<file path="src/rtl/escalonador_pkg.sv">
// Shared types and helpers for the round-robin process scheduler.
package escalonador_pkg;

  typedef enum logic [1:0] {
    RUN  = 2'd0,
    SAVE = 2'd1,
    SCAN = 2'd2,
    LOAD = 2'd3
  } estado_t;

  typedef struct packed {
    logic        valid;
    logic [31:0] base;
    logic [31:0] saved_pc;
  } ctx_t;

  // Id width for a table of n entries; never narrower than one bit.
  function automatic int id_w(input int n);
    return (n > 1) ? $clog2(n) : 1;
  endfunction

  localparam int N_PROC_DEF = 8;
  localparam int ID_W       = id_w(N_PROC_DEF);

endpackage

</file>
<file path="src/rtl/tabela_proc.sv">
// Process context table: create port beats save port, entry 0 always valid.
module tabela_proc
  import escalonador_pkg::*;
#(
  parameter  int N_PROC = 8,
  localparam int IW     = id_w(N_PROC)
) (
  input  logic          clk,
  input  logic          reset,
  input  logic          cria_we,
  input  logic [IW-1:0] cria_id,
  input  logic [31:0]   cria_base,
  input  logic [31:0]   cria_pc,
  input  logic          save_we,
  input  logic [IW-1:0] save_id,
  input  logic          save_inval,
  input  logic [31:0]   save_pc,
  input  logic [IW-1:0] rd_id,
  output ctx_t          rd_ctx
);

  ctx_t tab [N_PROC];

  // Entry writes; a create on the same id as a save replaces the whole entry.
  always_ff @(posedge clk or negedge reset) begin
    if (!reset) begin
      for (int i = 0; i < N_PROC; i++) tab[i] <= '0;
    end else begin
      for (int i = 0; i < N_PROC; i++) begin
        if (cria_we && (cria_id == IW'(i)) && (i != 0)) begin
          tab[i] <= '{valid: 1'b1, base: cria_base, saved_pc: cria_pc};
        end else if (save_we && (save_id == IW'(i))) begin
          if (save_inval && (i != 0)) tab[i].valid    <= 1'b0;
          else                        tab[i].saved_pc <= save_pc;
        end
      end
    end
  end

  // Combinational read; the OS entry reports valid regardless of storage.
  always_comb begin
    rd_ctx = tab[rd_id];
    if (rd_id == '0) rd_ctx.valid = 1'b1;
  end

endmodule

</file>
<file path="src/rtl/escalonador_rr.sv">
// Round-robin scheduler: quantum counter, swap FSM and fetch-path outputs.
//
//   state | meaning
//   RUN   | process running, quantum counting down
//   SAVE  | PC frozen, running context saved or invalidated
//   SCAN  | one candidate entry examined per cycle
//   LOAD  | swap_SO high, new context loaded at end of cycle
module escalonador_rr
  import escalonador_pkg::*;
#(
  parameter  int N_PROC  = 8,
  parameter  int QUANTUM = 100,
  parameter  int QW      = 16,
  localparam int IW      = id_w(N_PROC)
) (
  input  logic          clk,
  input  logic          reset,
  input  logic          instr_exec,
  input  logic [31:0]   pc_atual,
  input  logic          yield,
  input  logic          fim_proc,
  input  logic          cria_proc,
  input  logic [IW-1:0] cria_id,
  input  logic [31:0]   cria_base,
  input  logic [31:0]   cria_pc,
  output logic          cria_erro,
  output logic          pausa_PC,
  output logic          swap_SO,
  output logic [IW-1:0] idProc,
  output logic [31:0]   RegBase,
  output logic [31:0]   pc_retorno
);

  estado_t       estado, estado_prox;
  logic [QW-1:0] q;
  logic [IW:0]   j;
  logic [IW-1:0] sel;
  logic [IW-1:0] cand;
  logic [IW-1:0] rd_id;
  logic          fim;
  logic          gatilho;
  ctx_t          rd_ctx;

  assign gatilho  = fim_proc | yield | ((QUANTUM != 0) & instr_exec & (q == QW'(1)));
  // j == N_PROC wraps back onto the running id itself.
  assign cand     = IW'({1'b0, idProc} + j);
  assign rd_id    = (estado == LOAD) ? sel : cand;
  assign pausa_PC = (estado != RUN);

  tabela_proc #(.N_PROC(N_PROC)) u_tabela (
    .clk        (clk),
    .reset      (reset),
    .cria_we    (cria_proc && (cria_id != '0)),
    .cria_id    (cria_id),
    .cria_base  (cria_base),
    .cria_pc    (cria_pc),
    .save_we    (estado == SAVE),
    .save_id    (idProc),
    .save_inval (fim && (idProc != '0)),
    .save_pc    (pc_atual),
    .rd_id      (rd_id),
    .rd_ctx     (rd_ctx)
  );

  // State register.
  always_ff @(posedge clk or negedge reset) begin
    if (!reset) estado <= RUN;
    else        estado <= estado_prox;
  end

  // Next-state logic; triggers outside RUN are simply not looked at.
  always_comb begin
    estado_prox = estado;
    case (estado)
      RUN:  if (gatilho) estado_prox = SAVE;
      SAVE: estado_prox = SCAN;
      SCAN: if (rd_ctx.valid) estado_prox = LOAD;
      LOAD: estado_prox = RUN;
      default: estado_prox = RUN;
    endcase
  end

  // Quantum counter, scan index, selected id and registered outputs.
  always_ff @(posedge clk or negedge reset) begin
    if (!reset) begin
      q          <= QW'(QUANTUM);
      j          <= '0;
      sel        <= '0;
      fim        <= 1'b0;
      idProc     <= '0;
      RegBase    <= '0;
      pc_retorno <= '0;
      swap_SO    <= 1'b0;
      cria_erro  <= 1'b0;
    end else begin
      cria_erro <= cria_proc && (cria_id == '0);
      swap_SO   <= (estado == SCAN) && rd_ctx.valid;
      case (estado)
        RUN: begin
          if (instr_exec) q   <= q - QW'(1);
          if (gatilho)    fim <= fim_proc;
        end
        SAVE: j <= (IW+1)'(1);
        SCAN: begin
          if (rd_ctx.valid) sel <= cand;
          else              j   <= j + (IW+1)'(1);
        end
        LOAD: begin
          idProc     <= sel;
          RegBase    <= rd_ctx.base;
          pc_retorno <= rd_ctx.saved_pc;
          q          <= QW'(QUANTUM);
        end
        default: ;
      endcase
    end
  end

endmodule

</file>
<file path="config.mk">
export PLATFORM = sky130hd
export DESIGN_NAME = escalonador_rr
export DESIGN_NICKNAME = d
export VERILOG_FILES = /design/src/rtl/escalonador_pkg.sv /design/src/rtl/tabela_proc.sv /design/src/rtl/escalonador_rr.sv
export SDC_FILE = /design/constraint.sdc
export NUM_CORES = 1
export LEC_CHECK = 0
export CAP_MARGIN = 10
export CORE_MARGIN = 4
export CORE_UTILIZATION = 35
export DETAILED_ROUTE_END_ITERATION = 6
export SLEW_MARGIN = 5
export SYNTH_ARGS = -nofsm -noshare
export SYNTH_HDL_FRONTEND = slang
export SYNTH_HIERARCHICAL = 1
export SYNTH_SLANG_ARGS = --single-unit
</file>
<file path="constraint.sdc">
create_clock -name clk -period 3.83 [get_ports clk]
set_input_delay 0.5745 -clock clk [delete_from_list [all_inputs] [get_ports clk]]
set_output_delay 0.5745 -clock clk [all_outputs]
set_load 0.02 [all_outputs]
</file>
==> results.yml, run 1 <==
status:
  status: "finished, final reports clean"
power_and_ir_drop:
  powerDensity_nw_per_um2: 890.1
  max-vdd-ir-drop_mv: 0.8288
  leakage_uw: 0.01324
setup_path:
  crit_path_frequent_cell: "mux2_2"
  startpoint_type: "flop"
  cp.depth: 9
  cp.arrival_ps: 3590
  crit_path_cell_trace: "ha_1, fa_1, inv_1, o21ai_4, buf_4, mux2_2, a22oi_1, o21ai_0, mux2_2"
  path_buf_inv: 2
  crit_required_ps: 4330
  cpLargestDelayFamily: "adder cells"
  worstPathMaxFanout: 26
  crit_slowest_cell: "fa_1"
  critPathCaptureType: "flop"
  slowest_delay_ps: 480
  worst-setup-path-type: "reg2reg"
  reg2reg_depth: 9
drt:
  routed_wirelength_mm: 87.83
  drc: 0
  routedWlPerCell_um: 23.38
  drtAntennaViolNets: 0
  viasPerCell: 5.832
  dr.pass1.iters: 6
  dr_total_vias: 21910
  drt_iter0_markers: 1935
synthesis:
  synth_top_area_frac: 0.5096
  synth_ff_type: "dfrtp_1"
  yosys_warnings: 72
  yosysSeqAreaShare: 0.5124
  synth-seq-cells: 581
  yosys.area.top_type: "dfrtp_1"
  synthDistinctLibCells: 59
  synthTopCellsByArea: "dfrtp_1 (51%), mux2_2 (14%), mux4_2 (7.7%)"
  async_reset_ff_frac: 1.000
  netlist_instances: 2573
  synth_nets: 2687
  synth_edf_count: 0
  syn_avg_cell_area_um2: 11.03
  synth_area_um2: 28380
sta:
  final-hold-violation-count: 0
  drv_slew: 0
  setup_tns_ps: 0
  rsz0062_at_grt: "no"
  setup_viol: 0
  fin_skew_ps: 34.95
  worstMarginPinSlew_ps: 1266
  max_freq_ghz: 0.3231
  slew_headroom: 0.1561
  hold-worst-slack_ps: 475.1
  min_period_over_period: 0.8082
  period_needed_ps: 3095
  setup_ws_ps: 734.6
final_layout:
  ff_latch_area_um2: 14540
  fin_cells: 3756
  final_layout_size_suffix_gt1_frac: 0.2359
  nets: 2744
  multi_input_area_um2: 12930
  finish.instance_area_um2: 33600
  fill_cells: 7377
  syn_to_final_growth_pct: 18.36
grt:
  grt_pass1_wl_mm: 136.4
  globalRoute.totalOverflow: 0
  grt_max_degree: 129
  top_usage_layer: "met2"
  met1_usage: 0.2663
  grt_pass1_vias: 23100
  antenna_found_initial: 16
  grt_usage: 0.2002
  use_met2: 0.3242
  met3_usage: 0.04284
floorplan:
  die_y_um: 292.8
  die_w_um: 292.8
  core_area_um2: 80420
  start_util: 0.3530
  die_area_um2: 85710
  num_io_pins: 175
  rows: 104
clock_network:
  clk_pin_slew_ps: 60
  cts_resized: 0
  cts_tree: "yes"
  cts.path.max_buffers: 3
  clock-sinks: 581
  numCtsBuffers: 61
  cts-htree-levels: 2
  clock_latency_ps: 650
  root_buffer: "clkbuf_16"
place:
  placed_area_um2: 31390
  routabilityCongestion: 0.7767
  post-dp-hpwl_mm: 49.63
  post-place-ws_ps: 723.6
  port_buffers: 174
  dp.cells: 3626
worst_hold_path:
  min_path_cells: 2
  hp-class: "reg2reg"
flow_run:
  cap_violations: 0
per-layer routing:
layer	wire length [um]	share of wire	vias up
met2	41680	0.47	953
met1	36580	0.42	11230
met3	6901	0.079	213
met5	41	0.00047	-
li1	-	-	9504
met4	2628	0.030	6
power by group:
part           total [uW]  internal, uW  leakage (uW)  switching [uW]
registers            9650          8400       0.00676            1250
clock network        6330          3750       0.00107            2580
logic               13900          6580       0.00541            7340
total               29900         18700        0.0132           11200
logic make-up after synthesis:
group           after synthesis  synth area share
compound gates              593            0.1189
xor+xnor                     10          0.003086
fa+ha+maj                     9          0.004232
buf+inv                     255           0.03734
flops                       581            0.5124
mux                         453            0.2181
simple gates                672            0.1060
tightest hold or removal path, delay by kind of cell, from the launching register on:
kind | cells | cell delay [ps]
flip-flops | 1 | 340
AND/OR/NAND/NOR | 2 | 100
state kept, by name, indices dropped and copies added (netlist names):
register / cells
sel: 3
u_tabela/tab: 487
swap_SO: 1
idProc: 3
RegBase: 32
cria_erro: 1
j: 3
pc_retorno: 32
fim: 1
estado: 2
q: 16
layout make-up:
type / count / share of cell area
Sequential cell: 581 / 0.4329
Multi-Input combinational cell: 1737 / 0.3850
Timing Repair Buffer: 236 / 0.07597
Clock buffer: 84 / 0.05221
Tap cell: 1060 / 0.03948
Clock inverter: 32 / 0.01207
Inverter: 13 / 0.001452
Antenna cell: 13 / 0.0009683
metrics by stage:
stage	util	power, uW
2_1_floorplan	-	18920
3_3_place_gp	0.3904	23140
3_5_place_dp	0.3904	23580
4_1_cts	0.4174	30010
5_1_grt	0.4176	31530
6_report	0.4178	29900
cells in the mapped netlist (all sizes together) (2+ instances only):
cell	n
nor4	4
ha	8
clkbuf	171
or3	2
a211oi	2
a21o	3
nand2b	8
dfrtp	578
mux2i	3
nand4b	3
nor3	6
xnor2	2
dfstp	3
nor3b	4
nand3	133
o22ai	4
o21ai	275
nor2b	4
o31ai	4
nand4bb	3
xor2	8
a22oi	31
and3	33
nand4	7
or4	4
inv	13
nor2	237
a31oi	224
and2	2
a21oi	44
mux4	97
buf	71
nand2	213
mux2	353
nand3b	3
path summary, 6_finish.rpt:
path	from	slack, ps	to
worst min register to register	u_tabela/tab[233]	480	u_tabela/tab[233]
max in group asynchronous	reset	2140	u_tabela/tab[227]
worst max register to register	j[0]	730	RegBase[27]
min in group asynchronous	reset	520	u_tabela/tab[150]
worst max-delay path	j[0]	730	RegBase[27]
worst min-delay path	u_tabela/tab[233]	480	u_tabela/tab[233]
layout by cell type, fill, tap and decap left out, types with 9 or more instances in the layout:
master	count
and3_1	33
a22oi_1	31
o21ai_1	9
clkbuf_16	62
inv_1	13
a31oi_1	224
a21oi_1	44
clkinv_2	16
mux2_1	11
dfrtp_1	578
nand2_1	212
buf_12	27
clkbuf_8	12
mux4_2	97
buf_4	34
clkdlybuf4s50_1	173
nand3_1	133
clkbuf_1	10
o21ai_0	263
mux2_2	342
diode_2	13
nor2_1	236
repair_timing:
item / in CTS / in global routing
endpoints found under the hold margin: 36 / 0
buffers inserted: 0 / 0
hold buffers: 1 / 0
No activity file was read; power rests on OpenSTA's default activity.
==> run 2, diff against run 1 <==
- clock period: 3.83 -> 2.9 ns (I/O delays scaled with it)
==> run 2 against run 1 <==
Net effect:
- the run now ends with design-rule violations left
- total power grew 33%
- sequential share of layout area is 0.40 points lower
- maximum frequency grew 11%
- final area up 0.93%
- first-iteration DRC count grew 16%
- sequential power grew 33%
- flip-flop and latch count unchanged
- clock skew shrank 7.3 ps
- global-route usage grew 0.41 points
- utilization is 0.39 points higher
- worst setup slack worse by 630 ps
- cell count increased by 0.64%
- critical path type unchanged
- largest cell class unchanged
==> results.yml, run 2 (same netlist as run 1, synthesis figures left out) <==
clock_network:
  clock-sinks: 581
  cts_setup_buffers: 0
  cts-htree-levels: 2
  root_buffer: "clkbuf_16"
  clock_latency_ps: 630
  numCtsBuffers: 61
  cts_tree: "yes"
  clk_pin_slew_ps: 60
  cts.path.max_buffers: 3
setup_path:
  path_buf_inv: 2
  slowest_delay_ps: 430
  startpoint_type: "flop"
  crit_slowest_cell: "dfrtp_1"
  crit_path_cell_trace: "ha_1, fa_1, inv_1, o21ai_4, buf_12, nor2b_4, a221oi_1, a21o_1, mux2_2, a22o_1"
  crit_required_ps: 3400
  cp.arrival_ps: 3290
  critPathCaptureType: "flop"
  worst-setup-path-type: "reg2reg"
  cpLargestDelayFamily: "compound AO/OA/AOI/OAI gates"
  worstPathMaxFanout: 11
final_layout:
  fin_cells: 3780
  final_layout_size_suffix_gt1_frac: 0.2412
  mostFrequentLayoutCells: "dfrtp_1 (578), mux2_2 (342), o21ai_0 (263), nor2_1 (236), a31oi_1 (224)"
  largest_reg_flops: 487
  biggestRegsByFlops: "u_tabela/tab (487), RegBase (32), pc_retorno (32)"
  syn_to_final_growth_pct: 19.47
  top_register: "u_tabela/tab"
  nets: 2775
  finish.instance_area_um2: 33910
  utilization: 0.4217
  layout_commonest_cell: "dfrtp_1"
place:
  post-dp-hpwl_mm: 52.04
  port_buffers: 174
  dp.cells: 3656
  post-place-ws_ps: 89.50
  placed_area_um2: 31830
  routabilityCongestion: 0.8063
sta:
  worstMarginPinSlew_ps: 886.7
  setup_ws_ps: 109.6
  fin_skew_ps: 27.69
  period_needed_ps: 2790
  min_period_over_period: 0.9622
  drv_slew: 0
  max_freq_ghz: 0.3584
  slew_headroom: 0.4088
  final-hold-violation-count: 0
  rsz0062_at_grt: "yes"
  setup_viol: 0
status:
  status: "finished, violations left"
  violations: "design-rule violations"
drt:
  dr_total_vias: 22300
  drt_iter0_markers: 2246
  routed_wirelength_mm: 89.96
  routedWlPerCell_um: 23.80
  drc: 1
  dr.pass1.iters: 7
  drtAntennaViolNets: 0
  viasPerCell: 5.899
grt:
  grt_pass1_vias: 23300
  grt_usage: 0.2044
  grt_max_degree: 97
  antenna_found_initial: 10
  grt_pass1_wl_mm: 139.0
  globalRoute.totalOverflow: 0
worst_hold_path:
  hp-class: "in2async"
floorplan:
  start_util: 0.3530
  num_io_pins: 175
  die_y_um: 292.8
  die_w_um: 292.8
  rows: 104
  core_area_um2: 80420
  die_area_um2: 85710
power_and_ir_drop:
  powerDensity_nw_per_um2: 1170
  finalPower_uw: 39670
  max-vdd-ir-drop_mv: 0.9360
  leakage_uw: 0.01340
flow_run:
  cap_violations: 0
## run 2: changes by cell type in the layout (fill, tap and decap cells not counted), sizes merged
cell and change:
bufinv -6, clkbuf +14, clkinv -6, clkinvlp -3, diode -4, inv -1, buf +30
## run 2: final timing paths
check | from | endpoint | slack (ps) | cells after the start
worst max register to register | j[0] | j[1] | 110 | 10
worst min-delay path | reset | u_tabela/tab[346] | 410 | 2
worst max-delay path | j[0] | j[1] | 110 | 10
max in group asynchronous | reset | u_tabela/tab[441] | 1470 | 3
worst min register to register | u_tabela/tab[249] | u_tabela/tab[249] | 470 | 2
min in group clk | cria_proc | cria_erro | 410 | 2
## run 2: cell type report
type / instances / area, um^2
repair buffers: 267 / 3030
diodes: 9 / 22.52
inverters: 13 / 48.80
well taps: 1060 / 1326
clock buffers: 97 / 1853
flip-flops and latches: 581 / 14540
clock inverters: 16 / 148.9
multi-input cells: 1737 / 12940
fillers: 7430 / 46510
## run 2: power breakdown
part           internal (uW)  switching (uW)  leakage [uW]
clock network           4530            3310      0.000994
logic                   9370            9620       0.00565
registers              11100            1740       0.00676
## run 2: timing repair
action / in CTS / in global routing
gates cloned: 0 / 1
hold buffers: 1 / 0
endpoints found under the setup margin: 1 / 15
pin swaps: 0 / 0
hold endpoints to repair: 52 / 0
resized for setup: 1 / 3
## run 2: stage by stage
stage	TNS, ps	hold WS [ps]
floorplan	-108.6	139.4
global placement	0	453.2
detailed placement	0	462.5
CTS	0	387.9
global route	-10.17	414.9
finish	0	406.8
## run 2: metal layers
metal | global-route usage | routed length (um) | vias to the layer above
li1 | - | - | 9561
met1 | 0.2729 | 37690 | 11510
met2 | 0.3364 | 43200 | 1043
met3 | 0.04079 | 6794 | 183
met4 | 0.06533 | 2254 | 4
met5 | 0 | 26 | -
